--- config.mk ---
export PLATFORM = sky130hd
export DESIGN_NAME = pll_rst_ctrl
export DESIGN_NICKNAME = d
export VERILOG_FILES = /design/src/rtl/pll_rst_ctrl.sv
export SDC_FILE = /design/constraint.sdc
export NUM_CORES = 1
export LEC_CHECK = 0
export BUFFER_PORTS_ARGS = -buffer_cell sky130_fd_sc_hd__buf_2
export CAP_MARGIN = 20
export CELL_PAD_IN_SITES_DETAIL_PLACEMENT = 0
export CELL_PAD_IN_SITES_GLOBAL_PLACEMENT = 1
export CORE_UTILIZATION = 49
export CTS_CLUSTER_DIAMETER = 200
export CTS_CLUSTER_SIZE = 24
export DETAILED_ROUTE_END_ITERATION = 10
export PLACE_DENSITY = 0.95
export SLEW_MARGIN = 20
export SYNTH_ARGS = -nofsm -noshare
export SYNTH_HDL_FRONTEND = slang
export SYNTH_SLANG_ARGS = --single-unit
--- constraint.sdc ---
create_clock -name sys_clk -period 3.9 [get_ports sys_clk]
set_clock_uncertainty 0.1 [all_clocks]
set_input_delay 0.585 -clock sys_clk [delete_from_list [all_inputs] [get_ports sys_clk]]
set_output_delay 0.585 -clock sys_clk [all_outputs]
set_load 0.02 [all_outputs]
--- src/rtl/pll_rst_ctrl.sv ---
// PLL reset supervisor: holds the PLL in reset, waits for a synchronised lock with timeout and
// retry, qualifies lock stability, then releases a registered reset to downstream logic.
module pll_rst_ctrl #(
  parameter int unsigned RST_HOLD_CYC     = 16,
  parameter int unsigned LOCK_TIMEOUT_CYC = 50000,
  parameter int unsigned LOCK_STABLE_CYC  = 1024,
  parameter int unsigned MAX_RETRY        = 7,
  localparam int unsigned RW              = $clog2(MAX_RETRY + 1)
) (
  input  logic          sys_clk,
  input  logic          sys_rst_n,
  input  logic          pll_lock,
  input  logic          relock_req,
  output logic          pll_rst,
  output logic          rst_n_out,
  output logic          locked,
  output logic          fail,
  output logic [RW-1:0] retry_cnt,
  output logic [2:0]    state
);

  localparam int unsigned MAX_A   = (LOCK_TIMEOUT_CYC > LOCK_STABLE_CYC) ? LOCK_TIMEOUT_CYC
                                                                         : LOCK_STABLE_CYC;
  localparam int unsigned MAX_CYC = (MAX_A > RST_HOLD_CYC) ? MAX_A : RST_HOLD_CYC;
  localparam int unsigned CW      = $clog2(MAX_CYC + 1);

  localparam logic [CW-1:0] HOLD_LAST    = CW'(RST_HOLD_CYC - 1);
  localparam logic [CW-1:0] TIMEOUT_LAST = CW'(LOCK_TIMEOUT_CYC - 1);
  localparam logic [CW-1:0] STABLE_LAST  = CW'(LOCK_STABLE_CYC - 1);
  localparam logic [RW-1:0] RETRY_LAST   = RW'(MAX_RETRY - 1);
  localparam logic [RW-1:0] RETRY_FULL   = RW'(MAX_RETRY);

  typedef enum logic [2:0] {
    S_HOLD = 3'd0,
    S_WAIT = 3'd1,
    S_STAB = 3'd2,
    S_RUN  = 3'd3,
    S_FAIL = 3'd4
  } state_t;

  state_t          st;
  logic [CW-1:0]   cnt;
  logic            lock_meta;
  logic            lock_s;

  // pll_lock comes from the PLL's own lock detector and is asynchronous to sys_clk.
  always_ff @(posedge sys_clk or negedge sys_rst_n) begin
    if (!sys_rst_n) begin
      lock_meta <= 1'b0;
      lock_s    <= 1'b0;
    end else begin
      // NOTE: non-blocking assignments make both flops sample the old values, forming a real
      // two-stage chain; blocking here would collapse it into a single flop.
      lock_meta <= pll_lock;
      lock_s    <= lock_meta;
    end
  end

  // Every output is assigned on the same edge as the state transition that implies it,
  // so the outputs are registered and always consistent with state.
  always_ff @(posedge sys_clk or negedge sys_rst_n) begin
    if (!sys_rst_n) begin
      st        <= S_HOLD;
      cnt       <= '0;
      pll_rst   <= 1'b1;
      rst_n_out <= 1'b0;
      locked    <= 1'b0;
      fail      <= 1'b0;
      retry_cnt <= '0;
    end else begin
      case (st)
        S_HOLD: begin
          if (cnt == HOLD_LAST) begin
            st      <= S_WAIT;
            cnt     <= '0;
            pll_rst <= 1'b0;
          end else begin
            cnt <= cnt + CW'(1);
          end
        end

        S_WAIT: begin
          if (lock_s) begin
            st  <= S_STAB;
            cnt <= '0;
          end else if (cnt == TIMEOUT_LAST) begin
            cnt     <= '0;
            pll_rst <= 1'b1;
            if (retry_cnt == RETRY_LAST) begin
              st        <= S_FAIL;
              retry_cnt <= RETRY_FULL;
              fail      <= 1'b1;
            end else begin
              st        <= S_HOLD;
              retry_cnt <= retry_cnt + RW'(1);
            end
          end else begin
            cnt <= cnt + CW'(1);
          end
        end

        S_STAB: begin
          // A lock drop here restarts the timeout window but is not a failed attempt.
          if (!lock_s) begin
            st  <= S_WAIT;
            cnt <= '0;
          end else if (cnt == STABLE_LAST) begin
            st        <= S_RUN;
            cnt       <= '0;
            rst_n_out <= 1'b1;
            locked    <= 1'b1;
            retry_cnt <= '0;
          end else begin
            cnt <= cnt + CW'(1);
          end
        end

        S_RUN: begin
          if (!lock_s || relock_req) begin
            st        <= S_HOLD;
            cnt       <= '0;
            pll_rst   <= 1'b1;
            rst_n_out <= 1'b0;
            locked    <= 1'b0;
            retry_cnt <= '0;
          end
        end

        S_FAIL: begin
          if (relock_req) begin
            st        <= S_HOLD;
            cnt       <= '0;
            fail      <= 1'b0;
            retry_cnt <= '0;
          end
        end

        default: begin
          st        <= S_HOLD;
          cnt       <= '0;
          pll_rst   <= 1'b1;
          rst_n_out <= 1'b0;
          locked    <= 1'b0;
          fail      <= 1'b0;
          retry_cnt <= '0;
        end
      endcase
    end
  end

  assign state = st;

endmodule
# Word level (Yosys, flattened, before mapping)
# Index checks and enable logic that the tools add are counted.
dict set report totals {
  in_bits 4
  memories 0
  ramBits 0
  latchBits 0
  ff_bits 27
  output_inout_bits 10
  mem_bits_ro 0
  elab_cells 81
}
dict set report op_classes {
  n_reduce_logical 12
  n_bitwise 4
  magnitude_cmp 0
  add_sub_neg 2
  shift 0
  n_eq_ne 18
  div 0
  multipliers 0
  mux 37
}
# cell n
set ops {}
lappend ops {{$mux 16} 7}
lappend ops {{$pmux 16 s5} 1}
lappend ops {{$mux 3} 13}
lappend ops {{$pmux 3 s5} 2}
lappend ops {{$add 16x1->16 const B} 1}
lappend ops {{$eq 16x10->1 const B} 1}
lappend ops {{$eq 16x16->1 const B} 1}
lappend ops {{$eq 16x4->1 const B} 1}
lappend ops {{$ne 2x2->1 const B} 8}
lappend ops {{$reduce_and 5->1} 3}
lappend ops {{$mux 1} 11}
lappend ops {{$reduce_and 7->1} 1}
lappend ops {{$eq 3x2->1 const B} 2}
lappend ops {{$eq 3x3->1 const B} 2}
lappend ops {{$ne 3x3->1 const B} 2}
lappend ops {{$pmux 1 s3} 2}
lappend ops {{$reduce_or 3->1} 2}
lappend ops {{$not 1->1} 4}
lappend ops {{$pmux 1 s4} 1}
lappend ops {{$reduce_and 4->1} 1}
lappend ops {{$add 3x1->3 const B} 1}
lappend ops {{$eq 3x1->1 const B} 1}
lappend ops {{$logic_not 3->1} 1}
lappend ops {{$reduce_and 2->1} 1}
lappend ops {{3 further kinds} 3}

# Longest topological paths before layout
# Gate-level depths: netlist (run 1).
dict set report depth {
  ltp_word 5
  mapped_depth 7
  ltp_nobuf 6
}

# Worst setup path after synthesis (run 1)
# OpenSTA, ideal clock, no wires.
dict set report synth_path {
  kind {register -> register}
  from {register cnt[0]}
  to {register st[0], in the netlist state[0]}
  path_stages_with_launch 8
  setup_slack_ns 1.581
  synth_period_minus_slack_ns 2.319
  setup_ns 0.128
  n_path_buf 1
  arrival_ns 2.092
  required_time_ns 3.672
  path_cell_list {dfrtp_1 > ha_1 > or4b_1 > nor4_4 > nor3_2 > clkbuf_8 > nor3_4 > mux2_1}
}
dict set report synth_between {
  elab_chain_len 3
  word_cells_on_any_way 7
  cone_classes {eq/ne (6); reduce/logical (1)}
}
# item line_no
set synth_rtl {}
lappend synth_rtl {{start: declaration} 42} ;# logic [CW-1:0] cnt;
lappend synth_rtl {{start signal: assignment} 78} ;# cnt <= cnt + CW'(1);
lappend synth_rtl {{start signal: assignment} 98} ;# cnt <= cnt + CW'(1);
lappend synth_rtl {{start signal: assignment} 114} ;# cnt <= cnt + CW'(1);
lappend synth_rtl {{$eq 16x10->1 (tied with other cells)} 107} ;# end else if (cnt == STABLE_LAST) begin
lappend synth_rtl {{$ne 3x3->1 (no line) or $ne 2x2->1 (tied branches)} -}
lappend synth_rtl {{$reduce_and 5->1 (no line) (*)} -}
lappend synth_rtl {{end signal: assignment} 105} ;# st <= S_WAIT;
lappend synth_rtl {{end signal: assignment} 108} ;# st <= S_RUN;
lappend synth_rtl {{end signal: assignment} 120} ;# st <= S_HOLD;
lappend synth_rtl {{end: declaration} 41} ;# state_t st;
# Every way passes the cells marked *; elsewhere a longest branch is shown, timed or not.
# A chain may end at the register's enable or synchronous reset.

# Worst setup path after layout (run 1)
dict set report layout_path {
  from {register cnt[0]}
  to {register cnt[4]}
}
dict set report layout_between {
  elab_chain_len 4
  word_cells_on_any_way 10
  cone_classes {add/sub (1); eq/ne (3); mux (6)}
}
# item line_no
set layout_rtl {}
lappend layout_rtl {{$add 16x1->16 (tied with other cells)} {78, 98, 114}}
lappend layout_rtl {{$mux 16 (on tied branches)} {107, 86}}
lappend layout_rtl {{$mux 16 (on tied branches)} {104, 83}}
lappend layout_rtl {{$pmux 16 s5 (*)} 71} ;# case (st)
# Marks and branches as above.

==> results.ini, run 1 <==
[final_layout]
regArea_um2=677
multi_input_area_um2=930
final_net_count=208
final_cells=244
fillCellCount=298
final_area_um2=1810
area_growth_pct=7.04
utilization_pct=57.3
layout-drive-gt1-share_pct=18.0
antenna_cells=0

[die]
die_area_um2=3680
start_util_pct=53.5
ios=14
die_x_um=60.7
fp.coreArea_um2=3150
die_h_um=60.7
row_count=20

[synthesis]
synth_common_cells=dfrtp_1 (26), nand2_1 (23), nor2_1 (15), nor3_1 (15), o21ai_0 (11)
synth_edf_count=0
async_reset_ff_share_pct=100
ys_seq_area_share_pct=40.1
ys_ff_latch=27
ys_warn_count=0
avgSynthCellArea_um2=8.93
yosysMostFrequentCell=dfrtp_1
syn_area_um2=1690
dominantRegCellSynth=dfrtp_1
synth_top_area_cell=dfrtp_1
synth_nets=196
synth_area_leaders=dfrtp_1 (39%), nand2_1 (5.1%), nor3_1 (4.4%)
synth_cell_type_count=50
netlist_instances=189
yosys.area.top_type_share_pct=38.5

[global_routing]
grt_util_all_layers_pct=22.6
grt_pass1_wl_um=6070
overflow=0
antenna_found_initial=0
grt_max_degree=28
grt_pass1_vias=1293

[worst_setup_path]
crit_slowest_cell=or4b_1
path_class=reg2reg
crit_top_cell=buf_4
worstPathRequired_ns=4.01
arrival_ns=2.68
cp_max_fo=11
critPathLaunch=cnt[0]
max_stage_delay_ns=0.51
crit_chain=ha_1 > or4b_1 > nor4_4 > nor3_2 > buf_4 > nor4_2 > buf_4 > a2111oi_0
end_kind=flip-flop
reg2reg_from=cnt[0]
startpoint_type=flip-flop

[sta]
relSlewSlack_pct=59.3
setup_viol=0
hold_ws_ns=0.145
period_minus_slack_ns=2.57
fin_crit_sh_pct=65.9
setup_ws_ns=1.33
worst_slew_pin_slew_ns=0.610
setup_tns_ns=0
fmax_ghz=0.389
hold_violations=0
rsz0062_at_grt=no
slew_viol_final=0

[cts]
cts_tree=done
ctsHoldBuffers=0
cts_htree_levels=1
cts_inserted_buffers=3
clk_pin_slew_ns=0.14
cts_buffer_depth=2
root_buffer=clkbuf_4
cts_sinks=27
clkLatencyLatePin_ns=0.33
cts_resized=0
post_cts_buffers=0

[place]
dpl_cell_area_um2=1780
gp_routability_congestion=0.810
dp_hpwl_um=2610
place_ws_ns=1.36
port_buffers=13
dp_cells=240

[detailed_routing]
dr_total_vias=1481
routedWlPerCell_um=14.9
drc_errors=0
drt-initial-drc-count=128
routed_wl_um=3640
drtAntennaViolNets=0
vias_per_cell=6.07
dr.pass1.iters=5

[power]
power_leakage_nw=0.741
powerDensity_nw_per_um2=532
power_uw=961
peakVddDrop_uv=250

[status]
status=completed

[run]
maxCapViolations=0

[worst_hold_path]
hp-class=in2async

[per-layer routing]
layer / routed length (um) / track usage [%] / vias to the layer above
met5: 0 / 0 / -
met3: 150 / 2.13 / 6
met2: 1800 / 39.1 / 36
li1: - / - / 719
met4: 65 / 9.74 / 0
met1: 1620 / 28.9 / 720
[cell families (layout without fill, tap and decap cells)]
kind of cell	count (synthesis)	after routing	share of synthesized area, %
compound gates	39	39	15.1
buf+inv	16	27	4.82
xor+xnor	2	2	1.04
mux	8	8	5.04
flops	27	27	40.1
fa+ha+maj	3	3	2.22
simple gates	94	94	31.7
[report_power, final]
group	leakage (nW)	internal (mW)	switching [mW]
clock network	0.0177	0.0385	0.0827
registers	0.360	0.329	0.0722
logic	0.364	0.176	0.263
[worst paths after layout]
path	end	slack, ns	cells past startpoint
worst min-delay path	state[1]	0.14	1
worst max-delay path	cnt[4]	1.33	8
max in group asynchronous	cnt[7]	3.16	1
worst max register to register	cnt[4]	1.33	8
min in group sys_clk	lock_meta	0.25	1
worst min register to register	lock_s	0.28	0
[placed cells by master, fill, tap and decap left out, types with 2 or more instances in the layout]
cell type and instances:
a21oi_1 3, a2bb2oi_1 3, a31oi_1 2, and3_1 4, buf_2 13, buf_4 4
clkbuf_4 3, dfrtp_1 26, ha_1 3, inv_1 6, mux2_2 3, mux2i_1 4
nand2_1 23, nand2b_1 2, nand3_1 8, nand4_1 5, nor2_1 15, nor3_1 15
nor3_2 2, nor3_4 2, nor4_1 3, o211ai_1 3, o21ai_0 11, o21ai_1 2
o22ai_1 3, o31ai_1 5, or3_1 3, xnor2_1 2
[area by class of cell]
cell class | instances | area share, %
clock inverter | 1 | 0.277
multi-input combinational | 146 | 51.5
sequential | 27 | 37.5
tap | 44 | 3.05
clock buffer | 3 | 1.25
timing repair buffer | 17 | 5.26
inverter | 6 | 1.25
[sequential cells by signal (all words and copies together), names as in the netlist]
signal	count
cnt	16
retry_cnt	3
state	3
fail	1
lock_meta	1
lock_s	1
locked	1
pll_rst	1
[worst max-delay path: cells and delay by family (launching register included)]
kind / cells / cell delay, ns
flops: 1 / 0.43
simple gates: 4 / 1.19
buf+inv: 2 / 0.42
fa+ha+maj: 1 / 0.23
compound gates: 1 / 0.08
(Power assumes the default switching activity.)
==> run 2, diff against run 1 <==
Settings changed: CORE_UTILIZATION 49 to 41, PLACE_DENSITY 0.95 to 0.87.
Clock period 3.9 ns to 2.1 ns, I/O delays scaled along.
==> results.ini, run 2 (synthesis gave the netlist of run 1 again) <==
[final_layout]
layout_common_cells=buf_4 (43), dfrtp_1 (26), nand2_1 (23), nor2_1 (14), buf_2 (13)
layout-drive-gt1-share_pct=44.5
top_register=cnt
final_common_cell=buf_4
area_growth_pct=44.4
final_net_count=255
antenna_cells=0
final_area_um2=2440
largest_reg_flops=16

[power]
p_int_mw=1.43
power_frac_comb_pct=59.7
clkPwrFrac_pct=12.5
seq_power_share_pct=27.8
powerDensity_nw_per_um2=1020
p_sw_share_pct=42.5
power_mw=2.49
switching_power_mw=1.06
peakVddDrop_uv=425
power_leakage_nw=1.04

[die]
die_h_um=66.2
die_x_um=66.2
row_count=22
die_area_um2=4380
fp.coreArea_um2=3800
ios=14
start_util_pct=44.4

[detailed_routing]
drtAntennaViolNets=0
routed_wl_um=5090
drt-initial-drc-count=115
dr.pass1.iters=4
dr_total_vias=1722
vias_per_cell=5.84
routedWlPerCell_um=17.3
drc_errors=0

[sta]
hold_ws_ns=0.0299
relSlewSlack_pct=57.7
fin_crit_sh_pct=108
worst_slew_pin_slew_ns=0.635
hold_violations=0
slew_viol_final=0
setup_ws_ns=-0.173
period_minus_slack_ns=2.27
fmax_ghz=0.440
setup_viol=21
rsz0062_at_grt=yes

[worst_setup_path]
crit_chain=ha_4 > buf_4 > and3_1 > nor4b_2 > buf_4 > a31oi_2 > buf_4 > buf_4 > nor4_2 > nor3_2
cp_max_fo=8
arrival_ns=2.38
startpoint_type=flip-flop
max_stage_delay_ns=0.42
reg2reg_depth=10
path_class=reg2reg
end_kind=flip-flop
worstPathRequired_ns=2.21
reg2reg_from=cnt[1]
rrSetupSlack_ns=-0.17
crit_path_end=cnt[11]
critPathLaunch=cnt[1]
crit_top_cell=buf_4
worst_r2r_endpoint=cnt[11]
crit_slowest_cell=dfrtp_1

[global_routing]
globalRouteMet1Util_pct=29.5
grt_pass1_wl_um=7930
busiest_layer=met2
grt_max_degree=28
overflow=0
gr-usage-met3_pct=4.83
grt.met2_usage_pct=42.2
grt_pass1_vias=1686
antenna_found_initial=0
grt_util_all_layers_pct=24.2

[place]
port_buffers=13
dpl_cell_area_um2=2070
gp_routability_congestion=0.860
place_ws_ns=-0.333
dp_hpwl_um=3340

[run]
maxCapViolations=0

[cts]
cts_htree_levels=1
clk_pin_slew_ns=0.09
cts_sinks=27
clkLatencyLatePin_ns=0.29
root_buffer=clkbuf_8
cts_tree=done
cts_inserted_buffers=3
cts_buffer_depth=2

[status]
violations=setup timing
status=finished with violations

[worst_hold_path]
hp-class=in2reg

-- run 2: changes by cell type in the layout (fill, tap and decap cells not counted), sizes merged --
| cell | delta |
|---|---|
| buf | +45 |
| nor3 | +1 |
| dlygate4sd3 | +1 |
-- run 2: power by group through the flow --
stage                     registers [mW]  clock network, mW  logic [mW]
after floorplan                    0.764                  0       0.633
after global placement             0.681                  0        1.10
after detailed placement           0.693                  0        1.14
after CTS                          0.682              0.318        1.31
after global routing               0.707              0.341        1.60
final                              0.692              0.312        1.48
-- run 2: metal layers --
metal	wire, um	vias to the layer above	share of wire, %
met2	2540	57	50
met1	2160	831	43
met4	129	0	2.5
li1	-	819	-
met3	255	15	5.0
met5	0	-	0
-- run 2: area by class of cell --
type | count | area (um^2)
clock inverters | 1 | 5.00
fillers | 309 | 1360
inverters | 6 | 22.5
clock buffers | 3 | 41.3
multi-input cells | 147 | 1160
well taps | 48 | 60.1
flip-flops and latches | 27 | 677
repair buffers | 63 | 474
-- run 2: how the worst min path moves through the flow --
stage,startpoint,to,slack (ns),cells after the start
2_1_floorplan,sys_rst_n,cnt[0],-0.08,0
3_3_place_gp,lock_meta,lock_s,0.23,0
3_5_place_dp,lock_meta,lock_s,0.23,0
4_1_cts,pll_lock,lock_meta,0.03,1
5_1_grt,pll_lock,lock_meta,0.03,1
6_report,pll_lock,lock_meta,0.03,1
-- run 2: timing repair --
item / in CTS / in global routing
setup endpoints to repair: 22 / 22
pin swaps: 11 / 5
hold endpoints to repair: 26 / 0
hold buffers: 1 / 0
cloned: 1 / 0
resized for setup: 22 / 17
buffers inserted: 5 / 6
-- run 2: through the flow --
step	TNS (ns)	cells	util, %
finish	-2.42	295	64.2
detailed placement	-3.63	278	54.5
floorplan	-1.51	189	-
CTS	-1.68	289	60.5
global placement	-1.33	278	54.5
global route	-4.11	295	64.2
-- run 2: critical path: cells and delay by family (launching register included) --
family          cells  cell delay (ns)
flops               1             0.42
compound gates      1             0.24
buf+inv             4             0.67
simple gates        4             0.60
fa+ha+maj           1             0.18
==> run 3, diff against run 2 <==
Settings changed: PLACE_DENSITY 0.87 to 0.71.
==> results.ini, run 3 (synthesis gave the netlist of run 1 again) <==
[cts]
root_buffer=clkbuf_8
cts_buffer_depth=2
clk_pin_slew_ns=0.10
clkLatencyLatePin_ns=0.29
cts_inserted_buffers=3
cts_sinks=27
cts_tree=done
cts_htree_levels=1

[detailed_routing]
routed_wl_um=4580
routedWlPerCell_um=15.5
drc_errors=0
dr_total_vias=1689
drtAntennaViolNets=0
vias_per_cell=5.71
drt-initial-drc-count=111
dr.pass1.iters=4

[power]
powerDensity_nw_per_um2=995
clkPwrFrac_pct=13.5
seq_power_share_pct=29.0
power_frac_comb_pct=57.5
power_leakage_nw=1.04
peakVddDrop_uv=481
switching_power_uw=974
p_int_mw=1.40
p_sw_share_pct=41.1

[die]
ios=14
fp.coreArea_um2=3800
start_util_pct=44.4
die_x_um=66.2
die_area_um2=4380
row_count=22
die_h_um=66.2

[global_routing]
grt_max_degree=28
grt_pass1_vias=1595
antenna_found_initial=0
grt_pass1_wl_um=7650
overflow=0
grt_util_all_layers_pct=23.1

[final_layout]
antenna_cells=0
final_net_count=256
fillCellCount=323
top_register=cnt
layout_common_cells=buf_4 (46), dfrtp_1 (26), nand2_1 (23), nor2_1 (14), buf_2 (13)
area_growth_pct=41.2
final_cells=296
multi_input_area_um2=1100
final_common_cell=buf_4
layout-drive-gt1-share_pct=40.7
regArea_um2=677
largest_reg_flops=16

[place]
dp_cells=282
gp_routability_congestion=0.848
dp_hpwl_um=3330
port_buffers=13

[worst_setup_path]
end_kind=flip-flop
startpoint_type=flip-flop
arrival_ns=2.30
cp_max_fo=8
worstPathRequired_ns=2.18
path_class=reg2reg
crit_slowest_cell=or4_4
crit_chain=or4_4 > nor3_4 > buf_6 > a31oi_4 > buf_6 > nor3_4 > mux2_4
max_stage_delay_ns=0.59

[sta]
slew_viol_final=0
rsz0062_at_grt=yes
hold_violations=0
fmax_ghz=0.451
worst_slew_pin_slew_ns=0.629
period_minus_slack_ns=2.22
relSlewSlack_pct=58.1
setup_viol=20
setup_tns_ns=-1.66
fin_crit_sh_pct=106
setup_ws_ns=-0.117
hold_ws_ns=0.0343

[worst_hold_path]
hp-class=in2reg

[run]
maxCapViolations=0

[status]
violations=setup timing
status=finished with violations

[run 3: cell types whose count changed in the layout (fill, tap and decap cells not counted), sizes merged]
cell / change
clkinv: -1
nor3: -1
buf: +2
clkinvlp: +1
[run 3: per-layer routing]
metal  up-vias  GRT usage (%)  routed length, um
met3         3           2.59                228
met4         0           5.59                 36
met1       824           29.5               1970
met2        45           41.3               2350
li1        817              -                  -
met5         -              0                  0
[run 3: power by group through the flow]
stage	logic [mW]	clock network [mW]	registers, mW
2_1_floorplan	0.633	0	0.764
3_3_place_gp	1.08	0	0.684
3_5_place_dp	1.10	0	0.692
4_1_cts	1.32	0.324	0.689
5_1_grt	1.48	0.344	0.701
6_report	1.36	0.319	0.689
[run 3: metrics by stage]
| step | utilization, % | power [mW] | worst slack [ns] | area, um^2 |
|---|---|---|---|---|
| finish | 62.7 | 2.37 | -0.117 | 2380 |
| global route | 62.7 | 2.52 | -0.212 | 2380 |
| CTS | 61.3 | 2.33 | -0.109 | 2330 |
| detailed placement | 55.0 | 1.79 | -0.278 | 2090 |
| global placement | 55.0 | 1.76 | -0.213 | 2090 |
| floorplan | - | 1.40 | -0.206 | 1710 |
[run 3: final timing paths]
kind                       startpoint           end  slack (ns)  cells past startpoint
min in group asynchronous   sys_rst_n        lock_s        0.47                      2
max                           cnt[11]      state[0]       -0.12                      7
max reg2reg                   cnt[11]      state[0]       -0.12                      7
min                          pll_lock     lock_meta        0.03                      1
min reg2reg                 lock_meta        lock_s        0.28                      0
max in group asynchronous   sys_rst_n  retry_cnt[2]        1.01                      2
[run 3: area by class of cell]
| cell class | count | area share (%) |
|---|---|---|
| well taps | 48 | 2.52 |
| inverters | 6 | 0.945 |
| clock buffers | 3 | 1.73 |
| repair buffers | 65 | 20.0 |
| clock inverters | 1 | 0.315 |
| multi-input cells | 146 | 46.1 |
| flip-flops and latches | 27 | 28.4 |
[run 3: timing repair]
| item | 4_1_cts | 5_1_grt |
|---|---|---|
| endpoints found under the setup margin | 22 | 22 |
| resized for setup | 23 | 7 |
| gates cloned | 0 | 0 |
| pin swaps | 5 | 2 |
| hold buffers | 1 | 0 |
| buffers inserted | 7 | 2 |
| hold endpoints to repair | 26 | 0 |
[run 3: critical path, delay by kind of cell (launching register included)]
kind	cells	cell delay, ns
and+or+nand+nor	3	0.92
AOI/OAI and AO/OA	1	0.09
buffers and inverters	2	0.31
muxes	1	0.31
DFF	1	0.39
